<file path="src/rtl/ex_stage_fwd.sv">
// ex_stage_fwd: execute stage with MEM/WB forwarding, stall/flush and an iterative multiplier
module ex_stage_fwd #(
    parameter int DATA_WIDTH    = 16,
    parameter int WIDTH         = 16,
    parameter int RF_WIDTH      = 3,
    parameter int ALU_CON_WIDTH = 3,
    parameter int MID_WIDTH     = 1,
    parameter int OFF_WIDTH     = 6
) (
    input  logic                     clk,
    input  logic                     reset,
    input  logic                     stall,
    input  logic                     flush,
    input  logic                     validIn,
    input  logic [WIDTH-1:0]         instrIn,
    input  logic [ALU_CON_WIDTH-1:0] aluCon,
    input  logic                     operandSel,
    input  logic [OFF_WIDTH-1:0]     offset,
    input  logic [DATA_WIDTH-1:0]    operandA,
    input  logic [DATA_WIDTH-1:0]    operandB,
    input  logic [RF_WIDTH-1:0]      srcA,
    input  logic [RF_WIDTH-1:0]      srcB,
    input  logic [MID_WIDTH-1:0]     midSignalIn,
    input  logic                     memWrEn,
    input  logic                     wbWrEn,
    input  logic [RF_WIDTH-1:0]      memDst,
    input  logic [RF_WIDTH-1:0]      wbDst,
    input  logic [DATA_WIDTH-1:0]    memData,
    input  logic [DATA_WIDTH-1:0]    wbData,
    output logic [WIDTH-1:0]         instrOut,
    output logic [MID_WIDTH-1:0]     midSignalOut,
    output logic                     validOut,
    output logic [DATA_WIDTH-1:0]    aluRes,
    output logic [DATA_WIDTH-1:0]    operandBOut,
    output logic                     busy
);
    localparam int SW = $clog2(DATA_WIDTH);
    localparam int CW = $clog2(DATA_WIDTH);
    typedef enum logic [1:0] {IDLE, RUN, DONE} state_t;
    state_t state, next;
    logic                     valid_r, sel_r;
    logic [ALU_CON_WIDTH-1:0] con_r;
    logic [OFF_WIDTH-1:0]     off_r;
    logic [DATA_WIDTH-1:0]    a_r, b_r, fwd_a, fwd_b, b_op, alu, mcand, mplier, acc;
    logic [RF_WIDTH-1:0]      sa_r, sb_r;
    logic [CW-1:0]            cnt;
    logic                     is_mul, cap;
    assign is_mul      = con_r == ALU_CON_WIDTH'(7);
    assign busy        = (state == IDLE && valid_r && is_mul) || state == RUN;
    assign cap         = !stall && !busy;
    assign validOut    = valid_r && !busy;
    assign operandBOut = fwd_b;
    assign aluRes      = alu;
    // Operand forwarding: MEM beats WB, register 0 is never forwarded
    always_comb begin
        fwd_a = (memWrEn && memDst == sa_r && sa_r != '0) ? memData :
                (wbWrEn && wbDst == sa_r && sa_r != '0) ? wbData : a_r;
        fwd_b = (memWrEn && memDst == sb_r && sb_r != '0) ? memData :
                (wbWrEn && wbDst == sb_r && sb_r != '0) ? wbData : b_r;
        b_op  = sel_r ? DATA_WIDTH'($signed(off_r)) : fwd_b;
    end
    // ALU; MUL reports the iterative accumulator
    always_comb begin
        alu = acc;
        case (con_r)
            ALU_CON_WIDTH'(0): alu = fwd_a + b_op;
            ALU_CON_WIDTH'(1): alu = fwd_a - b_op;
            ALU_CON_WIDTH'(2): alu = fwd_a & b_op;
            ALU_CON_WIDTH'(3): alu = fwd_a | b_op;
            ALU_CON_WIDTH'(4): alu = fwd_a ^ b_op;
            ALU_CON_WIDTH'(5): alu = DATA_WIDTH'($signed(fwd_a) < $signed(b_op));
            ALU_CON_WIDTH'(6): alu = fwd_a << b_op[SW-1:0];
            default:           alu = acc;
        endcase
    end
    // Multiplier next state; flush aborts from any state
    always_comb begin
        next = state;
        case (state)
            IDLE:    next = (valid_r && is_mul) ? RUN : IDLE;
            RUN:     next = (cnt == CW'(DATA_WIDTH - 1)) ? DONE : RUN;
            DONE:    next = stall ? DONE : IDLE;
            default: next = IDLE;
        endcase
        if (flush) next = IDLE;
    end
    // Multiplier state register
    always_ff @(posedge clk or posedge reset) begin
        if (reset) state <= IDLE;
        else       state <= next;
    end
    // Shift-add datapath: operands latched on IDLE->RUN, one step per RUN cycle
    always_ff @(posedge clk or posedge reset) begin
        if (reset) begin
            mcand  <= '0;
            mplier <= '0;
            acc    <= '0;
            cnt    <= '0;
        end else if (state == IDLE && next == RUN) begin
            mcand  <= fwd_a;
            mplier <= b_op;
            acc    <= '0;
            cnt    <= '0;
        end else if (state == RUN) begin
            acc    <= acc + (mplier[0] ? mcand : '0);
            mcand  <= mcand << 1;
            mplier <= mplier >> 1;
            cnt    <= cnt + CW'(1);
        end
    end
    // EX entry registers; flush forces a bubble regardless of stall/busy
    always_ff @(posedge clk or posedge reset) begin
        if (reset) begin
            valid_r      <= 1'b0;
            instrOut     <= '0;
            midSignalOut <= '0;
            con_r        <= '0;
            sel_r        <= 1'b0;
            off_r        <= '0;
            a_r          <= '0;
            b_r          <= '0;
            sa_r         <= '0;
            sb_r         <= '0;
        end else if (flush) begin
            valid_r      <= 1'b0;
            instrOut     <= '0;
            midSignalOut <= '0;
        end else if (cap) begin
            valid_r      <= validIn;
            instrOut     <= instrIn;
            midSignalOut <= midSignalIn;
            con_r        <= aluCon;
            sel_r        <= operandSel;
            off_r        <= offset;
            a_r          <= operandA;
            b_r          <= operandB;
            sa_r         <= srcA;
            sb_r         <= srcB;
        end
    end
endmodule

</file>
<file path="config.mk">
export PLATFORM = sky130hd
export DESIGN_NAME = ex_stage_fwd
export DESIGN_NICKNAME = d
export VERILOG_FILES = /design/src/rtl/ex_stage_fwd.sv
export SDC_FILE = /design/constraint.sdc
export NUM_CORES = 1
export LEC_CHECK = 0
export BUFFER_PORTS_ARGS = -buffer_cell sky130_fd_sc_hd__buf_4
export CAP_MARGIN = 15
export CORE_ASPECT_RATIO = 0.75
export CORE_UTILIZATION = 54
export CTS_BUF_LIST = sky130_fd_sc_hd__clkbuf_8
export CTS_CLUSTER_DIAMETER = 200
export CTS_CLUSTER_SIZE = 10
export DETAILED_ROUTE_END_ITERATION = 7
export PLACE_DENSITY_LB_ADDON = 0.1
export SETUP_SLACK_MARGIN = 0.2
export SYNTH_ARGS = -nofsm -noshare
export SYNTH_HDL_FRONTEND = slang
export SYNTH_SLANG_ARGS = --single-unit
</file>
<file path="constraint.sdc">
create_clock -name clk -period 4.95 [get_ports clk]
set_clock_uncertainty 0.1 [all_clocks]
set_input_delay 0.495 -clock clk [delete_from_list [all_inputs] [get_ports clk]]
set_output_delay 0.495 -clock clk [all_outputs]
set_load 0.02 [all_outputs]
</file>
Word level (Yosys, flattened, before mapping):

Cells that the tools add are included.

* bitwise operators: 4
* eq/ne operators: 15
* add/sub/neg operators: 4
* order comparisons: 1
* reductions and logical operators: 24
* mux-type cells: 26
* shift operators: 1

Operators by type and width (number)
* 16-bit two-way mux: 14
* 16-bit one-hot mux with 7 select lines: 1
* 16-bit adder: 2
* 16-bit bitwise AND: 1
* 16-bit less-than comparator: 1
* 16-bit bitwise OR: 1
* 16-bit by 4-bit left shift with 16-bit output: 1
* 16-bit subtractor: 1
* 16-bit XOR: 1
* 1-bit logical AND: 14
* 3-bit equality test: 4
* 3-bit equality test, second input constant: 4
* 4-bit two-way mux: 2
* 3-bit by 2-bit equality test with 1-bit output, second input constant: 2
* 2-bit two-way mux: 3
* 2-bit one-hot mux with 3 select lines: 1
* 3-bit nonzero test: 2
* 1-bit two-way mux: 5
* 4-bit by 1-bit adder with 4-bit output, second input constant: 1
* 2-bit by 1-bit equality test with 1-bit output, second input constant: 2
* 4-bit equality test, second input constant: 1
* 2-bit nonzero test: 2
* 3-bit by 1-bit equality test with 1-bit output, second input constant: 1
* 3-bit logical NOT: 1
* other kinds (6): 7

* input port bits: 110
* register bits after elaboration: 120
* word-level logic and storage cells: 90
* output and inout port bits: 51

Longest topological paths before layout:

* depth after elaboration: 8
* gate-level depth with buffers: 20

Least setup slack after synthesis:

No wires, ideal clock.

* path type: input to output
* start: in wbDst[2]
* end: out aluRes[15]
* data required time: 4355 ps
* stages: 19
* setup slack: -796 ps
* arrival: 5151 ps
* cell sequence: buf_2 -> o21ba_1 -> o2111ai_1 -> nor2_1 -> clkbuf_1 -> mux2i_1 -> o21ai_0 -> mux2i_1 -> ha_1 -> clkbuf_1 -> o21a_1 -> o21a_1 -> o41a_1 -> a311oi_1 -> a2111oi_0 -> o21ai_0 -> mux2_2 -> a2bb2oi_1 -> a31oi_1

* cells in the longest elaborated chain, start to end: 8
* elaborated cells on any way between the ends: 18
* classes of those cells: add/sub (2); eq/ne (2); shift (1); mux (6); bitwise (3); reduce/logical (4)

RTL lines
* start: declaration: line 27 `input logic [RF_WIDTH-1:0] wbDst,`
* 3-bit equality test *: line 59 `(wbWrEn && wbDst == sb_r && sb_r != '0) ? wbData : b_r;`
* 1-bit logical AND * (2 in a row): line 59
* 16-bit two-way mux *: line 59
* 16-bit two-way mux *: line 58 `fwd_b = (memWrEn && memDst == sb_r && sb_r != '0) ? memData :`
* net operandBOut[4]: line 34 `output logic [DATA_WIDTH-1:0] operandBOut,`
* 16-bit two-way mux *: line 60 `b_op = sel_r ? DATA_WIDTH'($signed(off_r)) : fwd_b;`
* 16-bit subtractor / 16-bit adder (equally long branches): line 67, 66
* 16-bit one-hot mux with 7 select lines *: line 65 `case (con_r)`
* end: declaration: line 33 `output logic [DATA_WIDTH-1:0] aluRes,`

The timed path passes the listed nets; every way through them passes the cells marked *.

Worst setup path after layout:

* start: reg sb_r[1]
* end: out aluRes[15]

* cells in the longest elaborated chain, start to end: 8
* elaborated cells on any way between the ends: 17
* classes of those cells: add/sub (2); eq/ne (2); shift (1); mux (4); bitwise (3); reduce/logical (5)

RTL lines
* start: declaration: line 45 `logic [RF_WIDTH-1:0] sa_r, sb_r;`
* start signal: assignment: line 138 `sb_r <= srcB;`
* 3-bit equality test: line 59
* 1-bit logical AND (2 in a row): line 59
* 16-bit two-way mux: line 59
* 16-bit two-way mux *: line 58
* 16-bit two-way mux *: line 60
* 16-bit subtractor (tied with other cells): line 67 `ALU_CON_WIDTH'(1): alu = fwd_a - b_op;`
* 16-bit one-hot mux with 7 select lines *: line 65

Every way passes the cells marked *; elsewhere a longest branch is shown, timed or not.

==> qor.yml <==
multiInputGateArea_mm2: 0.006955
final_area_mm2: 0.01306
finalNetCount: 1606
clock_sinks: 120
drt-total-wl_um: 32970
tightest_slew_ns: 1.081
yosys_most_used_dff: "dfrtp_1"
crit_arrival_ns: 4.78
synth.distinct_cells: 85
synth_top_area_share_pct: 30.24
rsz0062_at_grt: "yes"
clockBufferDepth: 2
drtIter0Drc: 991
async_flop_share_pct: 100.0
yosysSeqAreaShare_pct: 30.24
dp_slack_ns: -0.04742
initial_core_util_pct: 55.74
fin_hold_ws_ns: 0.1486
core_area_mm2: 0.01781
fmax_ghz: 0.1862
setup_viol: 9
cts_tree: "built"
antenna_cells: 0
num_vias: 10260
die-height_um: 119.4
dieWidth_um: 158.6
antenna_found_initial: 0
path_class: "reg -> out"
crit_fanout: 6
outcome: "complete, but fails checks"
setup_ws_ns: -0.4206
slowest_stage: "dfrtp_2"
drive_gt1_share_pct: 33.08
grt-ovfl-total: 0
grt_pass1_vias: 9728
placementRows: 42
fill_cells: 1389
first_pass_iters: 5
crit_family: "compound AO/OA/AOI/OAI gates"
setup_tns_ns: -2.035
synth_area_mm2: 0.009930
place.gp.congestion: 0.9636
drv_cap: 0
worstHoldPathType: "in -> reg"
final_hold_viol_count: 0
h-tree-depth: 4
yosys_register_bits: 120
violations: "negative setup slack"
grt_max_degree: 51
synth_area_leaders: "dfrtp_1, ha_1, mux2_2, o21ai_0, nand2_1"
worstPathRequired_ns: 4.36
ant_nets: 0
dpl.cell_count: 1624
fin_total_pwr_mw: 6.765
dieArea_mm2: 0.01894
synth_nets: 1376
instances_no_fill: 1678
min_period_ns: 5.371
syn_avg_cell_area_um2: 8.323
ir_worst_vdd_mv: 0.2561
numCtsBuffers: 17
clk_pin_slew_ns: 0.08
slew_headroom_pct: 27.68
crit_path_cell_trace: "or3b_1, a211o_4, a21o_1, o311a_4, nor2_4, ha_4, nor2b_4, o31a_1, o41a_1, a311oi_4, a2111oi_2, o21ai_1, mux2_4, a2bb2oi_2, a31oi_4, buf_6"
yosysWarnings: 0
critPathMaxStageDelay_ns: 0.46
ff_latch_area_mm2: 0.003004
fin_crit_sh_pct: 108.5
drv_slew: 0
cellPowerDensity_mw_per_mm2: 517.9
cts_root_buf: "clkbuf_8"
end_kind: "primary output"
synth-edff-count: 0
synth_top_cell_by_area: "dfrtp_1"
viasPerCell: 6.115
place_area_mm2: 0.01203
grt_usage_pct: 35.28
grt_pass1_wl_um: 51540
dpl.hpwl_um: 24400
crit_buf_inv: 1
drc_errors: 0
numPortBuffers: 160
pin_count: 161
postSynthCellCount: 1193
cp-start-kind: "register"
syn_to_final_growth_pct: 31.55
fin_util_pct: 73.32
p_leak_nw: 5.915
clkLatencyLatePin_ns: 0.46
routedWlPerCell_um: 19.65
[worst reg2reg max path, cell delays in order, from the launching register on]
cell and delay [ns]:
dfrtp_1 0.56, and2_1 0.24, ha_1 0.32, and3_1 0.20, a221oi_1 0.41, a31oi_1 0.23
a41o_1 0.31, o41ai_1 0.45, o21ai_0 0.21, xnor2_1 0.22, o21bai_1 0.08, a22o_1 0.19
[cell usage in the layout, fill, tap and decap left out, types with 6 or more instances in the layout]
| cell | count |
|---|---|
| and3_1 | 8 |
| clkbuf_8 | 17 |
| mux2_2 | 47 |
| nor2b_1 | 9 |
| o21ai_0 | 94 |
| nand3_1 | 31 |
| inv_6 | 8 |
| o21bai_1 | 6 |
| a21o_1 | 15 |
| and2_1 | 19 |
| mux2i_1 | 23 |
| buf_6 | 10 |
| xnor2_1 | 16 |
| buf_4 | 270 |
| nor3_1 | 19 |
| a22oi_1 | 24 |
| a211oi_1 | 8 |
| xor2_1 | 18 |
| a21oi_1 | 84 |
| nand2_1 | 142 |
| o31a_1 | 7 |
| o21a_1 | 12 |
| a31oi_1 | 16 |
| o21ai_1 | 11 |
| a21oi_2 | 15 |
| ha_1 | 60 |
| o211ai_1 | 6 |
| ha_4 | 7 |
| nor2_1 | 82 |
| nand2b_1 | 7 |
| dfrtp_1 | 119 |
| inv_1 | 46 |
| o22ai_1 | 8 |
[worst paths after layout]
path,from,end,slack (ns),cells past startpoint
min,operandSel,sel_r$_DFFE_PP0P_,0.15,3
min in group asynchronous,reset,a_r[14]$_DFFE_PP0P_,0.43,3
max,sb_r[1]$_DFFE_PP0P_,aluRes[15],-0.42,16
max reg2reg,mplier[0]$_DFFE_PP0P_,acc[15]$_DFFE_PP0P_,1.30,11
max in group asynchronous,reset,sb_r[1]$_DFFE_PP0P_,3.30,4
min reg2reg,a_r[5]$_DFFE_PP0P_,a_r[5]$_DFFE_PP0P_,0.41,1
[report_power, final]
part | internal, mW | leakage, nW | switching, mW
clock network | 0.509 | 0.211 | 0.476
registers | 1.25 | 1.47 | 0.262
logic | 1.94 | 4.23 | 2.32
[metal layers]
metal	up-vias	track usage, %	part of all wire (%)
met5	-	0	0
met4	0	11.90	2.6
met3	67	8.297	8.4
met2	503	54.30	45
met1	4913	48.29	44
li1	4778	-	-
[timing repair]
item                       in CTS  in global routing
hold endpoints to repair       21                  0
setup endpoints to repair      12                 13
pin swaps                      27                 25
hold buffers                    1                  0
buffers inserted                7                 14
gates resized for setup        48                 46
[cells in the mapped netlist (4+ instances only)]
library cell and count:
buf_6 4, nor2_1 87, a221oi_1 5, dfrtp_1 120, clkbuf_1 58, nand2_1 143
a31oi_1 20, o211ai_1 6, a21oi_1 97, xor2_1 18, xnor2_1 17, nand2b_1 7
inv_2 5, nand3_1 34, a211oi_1 10, or3_1 5, o21bai_1 8, and2_1 20
nand4_1 4, mux2i_1 26, a21o_1 15, o22ai_1 10, nor3_1 21, buf_1 6
a311oi_1 6, and3_1 9, o2111ai_1 4, o31ai_1 4, inv_1 46, o31a_1 7
nor2b_1 12, o21ai_0 108, a21boi_0 8, a22oi_1 24, o221ai_1 4, ha_1 70
o21a_1 12, mux2_2 49
[flip-flops by register name (all words and copies together), names as in the netlist, 2 cells and up]
| register | cells |
|---|---|
| a_r | 16 |
| acc | 16 |
| b_r | 16 |
| instrOut | 16 |
| mcand | 16 |
| mplier | 16 |
| off_r | 6 |
| cnt | 4 |
| con_r | 3 |
| sa_r | 3 |
| sb_r | 3 |
| state | 2 |
[cell families (layout without fill, tap and decap cells)]
family,after synthesis,count (layout),share of synthesized area (%)
buffers and inverters,123,366,5.028
adders and majority gates,73,73,9.425
and+or+nand+nor,361,361,16.65
muxes,80,80,9.009
DFF,120,120,30.24
xor gates and xnor gates,35,35,3.087
AOI/OAI and AO/OA,401,401,26.56
[cell type report]
class / instances / area share (%)
Clock buffer: 17 / 1.791
Clock inverter: 15 / 1.437
Inverter: 51 / 1.485
Multi-Input combinational cell: 950 / 53.25
Sequential cell: 120 / 23.00
Tap cell: 242 / 2.318
Timing Repair Buffer: 283 / 16.72
(Power assumes the default switching activity.)
